--- config.mk ---
export PLATFORM = sky130hd
export DESIGN_NAME = stream_arbiter_flat
export DESIGN_NICKNAME = d
export VERILOG_FILES = /design/src/rtl/stream_arbiter_if.sv /design/src/rtl/stream_arbiter.sv /design/src/flat_wrapper.sv
export SDC_FILE = /design/constraint.sdc
export NUM_CORES = 1
export LEC_CHECK = 0
export ABC_AREA = 1
export ABC_CLOCK_PERIOD_IN_PS = 1700
export CAP_MARGIN = 20
export CORE_ASPECT_RATIO = 0.8
export CORE_MARGIN = 1.5
export CORE_UTILIZATION = 35
export DETAILED_ROUTE_END_ITERATION = 12
export PLACE_DENSITY = 0.83
export SLEW_MARGIN = 20
export SYNTH_ARGS = -nofsm -noshare
export SYNTH_HDL_FRONTEND = slang
export SYNTH_SLANG_ARGS = --single-unit
--- constraint.sdc ---
create_clock -name clk -period 1.7 [get_ports clk]
set_input_delay 0.34 -clock clk [delete_from_list [all_inputs] [get_ports clk]]
set_output_delay 0.34 -clock clk [all_outputs]
set_load 0.02 [all_outputs]
--- src/rtl/stream_arbiter_if.sv ---
// Handshake bundle between N producer streams, the stream arbiter and one sink.
// The arbiter takes the master view; producers and the sink take the slave view.
interface stream_arbiter_if #(
  parameter int N     = 4,
  parameter int WIDTH = 32
);
  localparam int GW = (N > 1) ? $clog2(N) : 1;

  logic [N*WIDTH-1:0] input_in;
  logic [N-1:0]       input_in_stb;
  logic [N-1:0]       input_in_ack;
  logic [WIDTH-1:0]   output_out;
  logic               output_out_stb;
  logic               output_out_ack;
  logic [GW-1:0]      output_grant;

  modport master (
    input  input_in,
    input  input_in_stb,
    output input_in_ack,
    output output_out,
    output output_out_stb,
    input  output_out_ack,
    output output_grant
  );

  modport slave (
    output input_in,
    output input_in_stb,
    input  input_in_ack,
    input  output_out,
    input  output_out_stb,
    output output_out_ack,
    input  output_grant
  );
endinterface

--- src/rtl/stream_arbiter.sv ---
// Round-robin arbiter multiplexing N stb/ack producer streams onto one registered
// output stream, with bounded per-requester bursts and a sticky sink-stall flag.
module stream_arbiter #(
  parameter int N         = 4,
  parameter int WIDTH     = 32,
  parameter int MAX_BURST = 16,
  parameter int TIMEOUT   = 1024
) (
  input  logic             clk,
  input  logic             rst,
  output logic             exception,
  stream_arbiter_if.master bus
);
  localparam int GW = (N > 1) ? $clog2(N) : 1;
  localparam int BW = $clog2(MAX_BURST + 1);
  localparam int TW = (TIMEOUT > 0) ? $clog2(TIMEOUT + 1) : 1;

  localparam logic [GW-1:0] LAST_RST   = GW'(N - 1);
  localparam logic [BW-1:0] BURST_MAX  = BW'(MAX_BURST);
  localparam logic [TW-1:0] TIMER_LAST = (TIMEOUT > 0) ? TW'(TIMEOUT - 1) : '0;

  typedef enum logic {
    ARB  = 1'b0,
    SEND = 1'b1
  } state_e;

  state_e           state_q, state_d;
  logic [GW-1:0]    last_q,  last_d;
  logic [BW-1:0]    burst_q, burst_d;
  logic             hold_q,  hold_d;
  logic [TW-1:0]    timer_q, timer_d;
  logic             exc_q,   exc_d;
  logic [WIDTH-1:0] data_q,  data_d;
  logic             stb_q,   stb_d;
  logic [GW-1:0]    grant_q, grant_d;

  logic             sel_valid;
  logic             sel_cont;
  logic [GW-1:0]    sel_idx;
  logic [GW-1:0]    cand;
  logic [WIDTH-1:0] sel_word;
  logic [N-1:0]     ack_vec;

  // Requester selection: continue the current burst, else round-robin after last_q.
  always_comb begin
    sel_valid = 1'b0;
    sel_cont  = 1'b0;
    sel_idx   = last_q;
    cand      = last_q;
    if (hold_q && bus.input_in_stb[last_q]) begin
      sel_valid = 1'b1;
      sel_cont  = 1'b1;
    end else begin
      // Scanning from the farthest candidate back lets the nearest active one win.
      for (int i = N; i >= 1; i--) begin
        cand = GW'((int'(last_q) + i) % N);
        if (bus.input_in_stb[cand]) begin
          sel_valid = 1'b1;
          sel_idx   = cand;
        end
      end
    end
  end

  always_comb begin
    sel_word = '0;
    for (int k = 0; k < N; k++) begin
      if (sel_idx == GW'(k)) sel_word = bus.input_in[k*WIDTH +: WIDTH];
    end
  end

  always_comb begin
    // NOTE: every signal gets its default first, so no path leaves one unassigned (no latch).
    state_d = state_q;
    last_d  = last_q;
    burst_d = burst_q;
    hold_d  = hold_q;
    timer_d = timer_q;
    exc_d   = exc_q;
    data_d  = data_q;
    stb_d   = stb_q;
    grant_d = grant_q;
    ack_vec = '0;

    unique case (state_q)
      ARB: begin
        if (sel_valid) begin
          for (int k = 0; k < N; k++) ack_vec[k] = (sel_idx == GW'(k));
          data_d  = sel_word;
          stb_d   = 1'b1;
          grant_d = sel_idx;
          last_d  = sel_idx;
          burst_d = sel_cont ? burst_q + 1'b1 : BW'(1);
          state_d = SEND;
        end
      end
      SEND: begin
        if (bus.output_out_ack) begin
          stb_d   = 1'b0;
          timer_d = '0;
          hold_d  = (burst_q < BURST_MAX);
          state_d = ARB;
        end else begin
          if (timer_q != '1) timer_d = timer_q + 1'b1;
          if (TIMEOUT != 0 && timer_q == TIMER_LAST) exc_d = 1'b1;
        end
      end
    endcase
  end

  always_ff @(posedge clk) begin
    // NOTE: non-blocking assignments make every register sample pre-edge values.
    if (rst) begin
      state_q <= ARB;
      last_q  <= LAST_RST;
      burst_q <= '0;
      hold_q  <= 1'b0;
      timer_q <= '0;
      exc_q   <= 1'b0;
      data_q  <= '0;
      stb_q   <= 1'b0;
      grant_q <= '0;
    end else begin
      state_q <= state_d;
      last_q  <= last_d;
      burst_q <= burst_d;
      hold_q  <= hold_d;
      timer_q <= timer_d;
      exc_q   <= exc_d;
      data_q  <= data_d;
      stb_q   <= stb_d;
      grant_q <= grant_d;
    end
  end

  // Accept pulses are suppressed while rst is high so no word is taken during reset.
  assign bus.input_in_ack   = rst ? '0 : ack_vec;
  assign bus.output_out     = data_q;
  assign bus.output_out_stb = stb_q;
  assign bus.output_grant   = grant_q;
  assign exception          = exc_q;
endmodule
--- src/flat_wrapper.sv ---
// flat-port wrapper written by rule: the top's interface ports become plain ports
module stream_arbiter_flat 
#(
  parameter int N         = 4,
  parameter int WIDTH     = 32,
  parameter int MAX_BURST = 16,
  parameter int TIMEOUT   = 1024
)
  (clk, rst, exception, bus_input_in, bus_input_in_stb, bus_input_in_ack, bus_output_out, bus_output_out_stb, bus_output_out_ack, bus_output_grant);
  stream_arbiter_if #(.N(N), .WIDTH(WIDTH)) bus_i ();
  input  logic clk;
  input  logic rst;
  output logic exception;
  input wire logic [$bits(bus_i.input_in)-1:0] bus_input_in;
  input wire logic [$bits(bus_i.input_in_stb)-1:0] bus_input_in_stb;
  output wire logic [$bits(bus_i.input_in_ack)-1:0] bus_input_in_ack;
  output wire logic [$bits(bus_i.output_out)-1:0] bus_output_out;
  output wire logic [$bits(bus_i.output_out_stb)-1:0] bus_output_out_stb;
  input wire logic [$bits(bus_i.output_out_ack)-1:0] bus_output_out_ack;
  output wire logic [$bits(bus_i.output_grant)-1:0] bus_output_grant;
  assign bus_i.input_in = bus_input_in;
  assign bus_i.input_in_stb = bus_input_in_stb;
  assign bus_input_in_ack = bus_i.input_in_ack;
  assign bus_output_out = bus_i.output_out;
  assign bus_output_out_stb = bus_i.output_out_stb;
  assign bus_i.output_out_ack = bus_output_out_ack;
  assign bus_output_grant = bus_i.output_grant;
  stream_arbiter #(.N(N), .WIDTH(WIDTH), .MAX_BURST(MAX_BURST), .TIMEOUT(TIMEOUT)) u_core (.clk(clk), .rst(rst), .exception(exception), .bus(bus_i));
endmodule
==> reports/metrics.yaml <==
run_status: "finished with violations"
violations: "setup timing"
combinational_family_with_the_most_area_after_synthesis: "simple AND/OR/NAND/NOR gates"
io_buffer_count: 174
finalWeightedCongestion: 0.8786
crit_chain: "inv_8 > nand2_2 > nand2_2 > nand2_2 > nand2_2 > inv_2 > nand3_4 > nand2_4 > nor2_4 > inv_2 > buf_6 > nor3_4 > buf_6"
yosys-top-cells-area: "dfxtp_1 (32%), nand2_1 (17%), nand3_1 (11%), inv_1 (6.6%), o21ai_1 (6.5%)"
drive_gt1_frac: 0.2155
dominantRegCellSynth: "dfxtp_1"
first_global_vias: 4536
layout_min_cycle_time_ps: 2310
synth-xor-area-share: 0.004942
clk_pin_slew_worst_paths_ps: 80
antenna_cells_inserted: 0
timing.hold.worst_path_depth: 2
tritoncts: "built"
flow.area_growth_from_synthesis_pct: 84.72
starting_density_of_the_core: 0.3643
synth_commonest_cells: "nand2_1 (160), nand3_1 (75), inv_1 (62), dfxtp_1 (56), o21ai_1 (46)"
globalRoute.totalOverflow: 0
syn_nets: 701
timing.critical_path.required_ps: 1360
grt_first_pass_wirelength_mm: 21.87
cpMostUsedCell: "nand2_2"
timing.critical_path.slowest_stage_cell: "dfxtp_4"
synth_edf_count: 0
finalClockSkew_ps: 11.63
dieWidth_um: 115.5
timing.setup.critical_path_class: "reg2out"
worst_hold_path_type: "reg2reg"
worst_path_largest_cell_delay_ps: 400
routed_vias: 4778
detail_route.wirelength_mm: 15.46
detail_route.first_pass.iterations: 5
rsz0062_at_grt: "true"
1st_iter_drt_viols: 323
reg2regPathDepth: 16
post_synth_fa_ha_maj_area_fraction: 0.007060
hold_slack_ps: 449.3
max_cap_violations: 0
yosys_warnings: 0
antenna_left: 0
antenna_found_initial: 0
timing.final.hold_violations: 0
synth-compound-area-share: 0.1341
timing.rr.start: "u_core.last_q[0]"
finalCritPeriodShare: 1.359
fmax_mhz: 432.8
critPathMaxFanout: 8
final-setup-viol-count: 45
layout.nets: 911
avgSynthCellArea_sq_um: 6.285
synth-seq-cells: 56
worstHoldStart: "u_core.bus.output_out[8]"
post-route-drc-count: 0
cellLeakagePower_nw: 2.915
post_synth_inst_count: 564
path_delay_family: "simple AND/OR/NAND/NOR gates"
preCtsSetupSlack_ps: -1113
synthArstFlopShare: 0
fin_tns_setup_ps: -17630
cellPowerDensity_mw_per_mm2: 2120
wl_per_cell_um: 16.97
synth-simple-area-share: 0.4038
vdd.ir_drop.worst_mv: 1.333
synth_area_leader_cell: "dfxtp_1"
report.final.slew_viol_count: 0
regToRegEndpoint: "u_core.bus.output_out[29]"
hold-path-endpoint: "u_core.bus.output_out[8]"
core.rowCount: 32
grt_max_degree: 36
numCtsBuffers: 5
post_synth_mux_area_share: 0
synth_sequential_area_ratio: 0.3163
r2r_setup_slack_ps: -600
routed_via_density: 5.245
cts-hold-fix-buffers: 0
critical_path.n_buffers_inverters: 5
worst_ep_arrival_time_ps: 1970
clock_sinks: 56
number_of_top_level_design_ports: 175
slew_headroom: 0.7313
synth_most_common_cell: "nand2_1"
fin_ws_ps: -610.4
worst_pin_slew_ps: 403.0
synth_top_area_share: 0.3163
cell_at_the_root_of_the_clock_tree: "clkbuf_16"
capturing_element_type_of_the_critical_path: "output port"
gr-usage-all-layers: 0.2574
die_h_um: 93.01
clock_insertion_delay_worst_skew_ps: 300
layout.filler_cells: 756
h-tree-depth: 2
setup.worst_path.start_class: "register"
design.die.area_sq_mm: 0.01074
synth.distinct_cells: 30
core_region_area_sq_mm: 0.009729
detailed_place_hpwl_mm: 9.802
post_synthesis_instance_area_sq_mm: 0.003545
clk_path_buf_depth: 2
cells in the final DEF, fill, tap and decap left out, drive strengths merged, types with 14 or more instances in the layout:
master         synthesis  layout
buf                   31      61
nand3                 78      78
inv                   68      70
clkdlybuf4s50          0     166
o21ai                 72      72
dfxtp                 56      56
nor2                  14      14
a21oi                 17      17
nand2                168     168
nand4                 35      35
through the flow:
| stage | cells | utilization | power [W] | instance area [sq um] |
|---|---|---|---|---|
| global route | 911 | 0.6730 | 0.01470 | 6548 |
| CTS | 902 | 0.6448 | 0.01238 | 6274 |
| global placement | 874 | 0.5777 | 0.009055 | 5620 |
| floorplan | 564 | - | 0.007195 | 3632 |
| detailed placement | 874 | 0.5777 | 0.009304 | 5620 |
| finish | 911 | 0.6730 | 0.01388 | 6548 |
kinds of logic (layout without fill, tap and decap cells):
| group | count (synthesis) | after routing |
|---|---|---|
| AO/OA/AOI/OAI | 91 | 91 |
| XOR/XNOR | 2 | 2 |
| adder cells (fa/ha/maj) | 2 | 2 |
| buffers and inverters | 103 | 314 |
| flip-flops | 56 | 56 |
| AND/OR/NAND/NOR | 310 | 310 |
area by class of cell:
| class | count | area (sq um) | share of cell area |
|---|---|---|---|
| sequential | 56 | 1131 | 0.1727 |
| timing repair buffer | 237 | 2541 | 0.3881 |
| clock inverter | 3 | 26.28 | 0.004013 |
| inverter | 69 | 279.0 | 0.04261 |
| clock buffer | 5 | 125.1 | 0.01911 |
| multi-input combinational | 405 | 2275 | 0.3474 |
| tap | 136 | 170.2 | 0.02599 |
worst max-delay path by stage:
stage	end	slack [ps]	depth (start not counted)	start
after floorplan	bus_input_in_ack[1]	-180	14	u_core.last_q[0]
after global placement	bus_input_in_ack[1]	-1060	12	bus_input_in_stb[1]
after detailed placement	bus_input_in_ack[3]	-1110	12	bus_input_in_stb[1]
after CTS	bus_input_in_ack[0]	-530	11	u_core.last_q[0]
after global routing	u_core.bus.output_out[16]	-720	16	u_core.last_q[0]
final	bus_input_in_ack[2]	-610	13	u_core.last_q[0]
routing by layer:
| layer | vias to the layer above | global-route usage | wire length, um |
|---|---|---|---|
| li1 | 2290 | - | - |
| met1 | 2198 | 0.3094 | 6057 |
| met2 | 239 | 0.4601 | 7613 |
| met3 | 51 | 0.05833 | 1345 |
| met4 | 0 | 0.06893 | 445 |
| met5 | - | 0 | 0 |
worst reg2reg max path, stage by stage (launching register included):
cell,delay [ps]
dfxtp_4,430
inv_8,60
nand2_2,60
nand2_2,70
nand2_2,110
buf_4,110
buf_4,90
nand2_2,80
a21oi_4,240
nand2_4,90
buf_4,140
buf_6,130
bufbuf_16,280
o21ai_1,120
inv_1,50
nand2_1,80
nand2_1,70
registers in the layout (all words and copies together) (netlist names):
| signal | cells |
|---|---|
| u_core.burst_q | 5 |
| u_core.bus.output_grant | 2 |
| u_core.bus.output_out | 32 |
| u_core.bus.output_out_stb | 1 |
| u_core.exception | 1 |
| u_core.hold_q | 1 |
| u_core.last_q | 2 |
| u_core.state_q | 1 |
| u_core.timer_q | 11 |
where the power goes:
part	internal [W]	leakage [nW]	switching [W]
Combinational	0.00490	2.38	0.00603
Clock	0.000559	0.0744	0.000515
Sequential	0.00164	0.461	0.000221
what timing repair did:
item | CTS | global route
setup buffers | 17 | 5
gates cloned | 5 | 4
resized for setup | 95 | 40
setup endpoints to repair | 45 | 48
hold endpoints to repair | 0 | 0
pin swaps | 21 | 21
No activity file was read; power rests on OpenSTA's default activity.
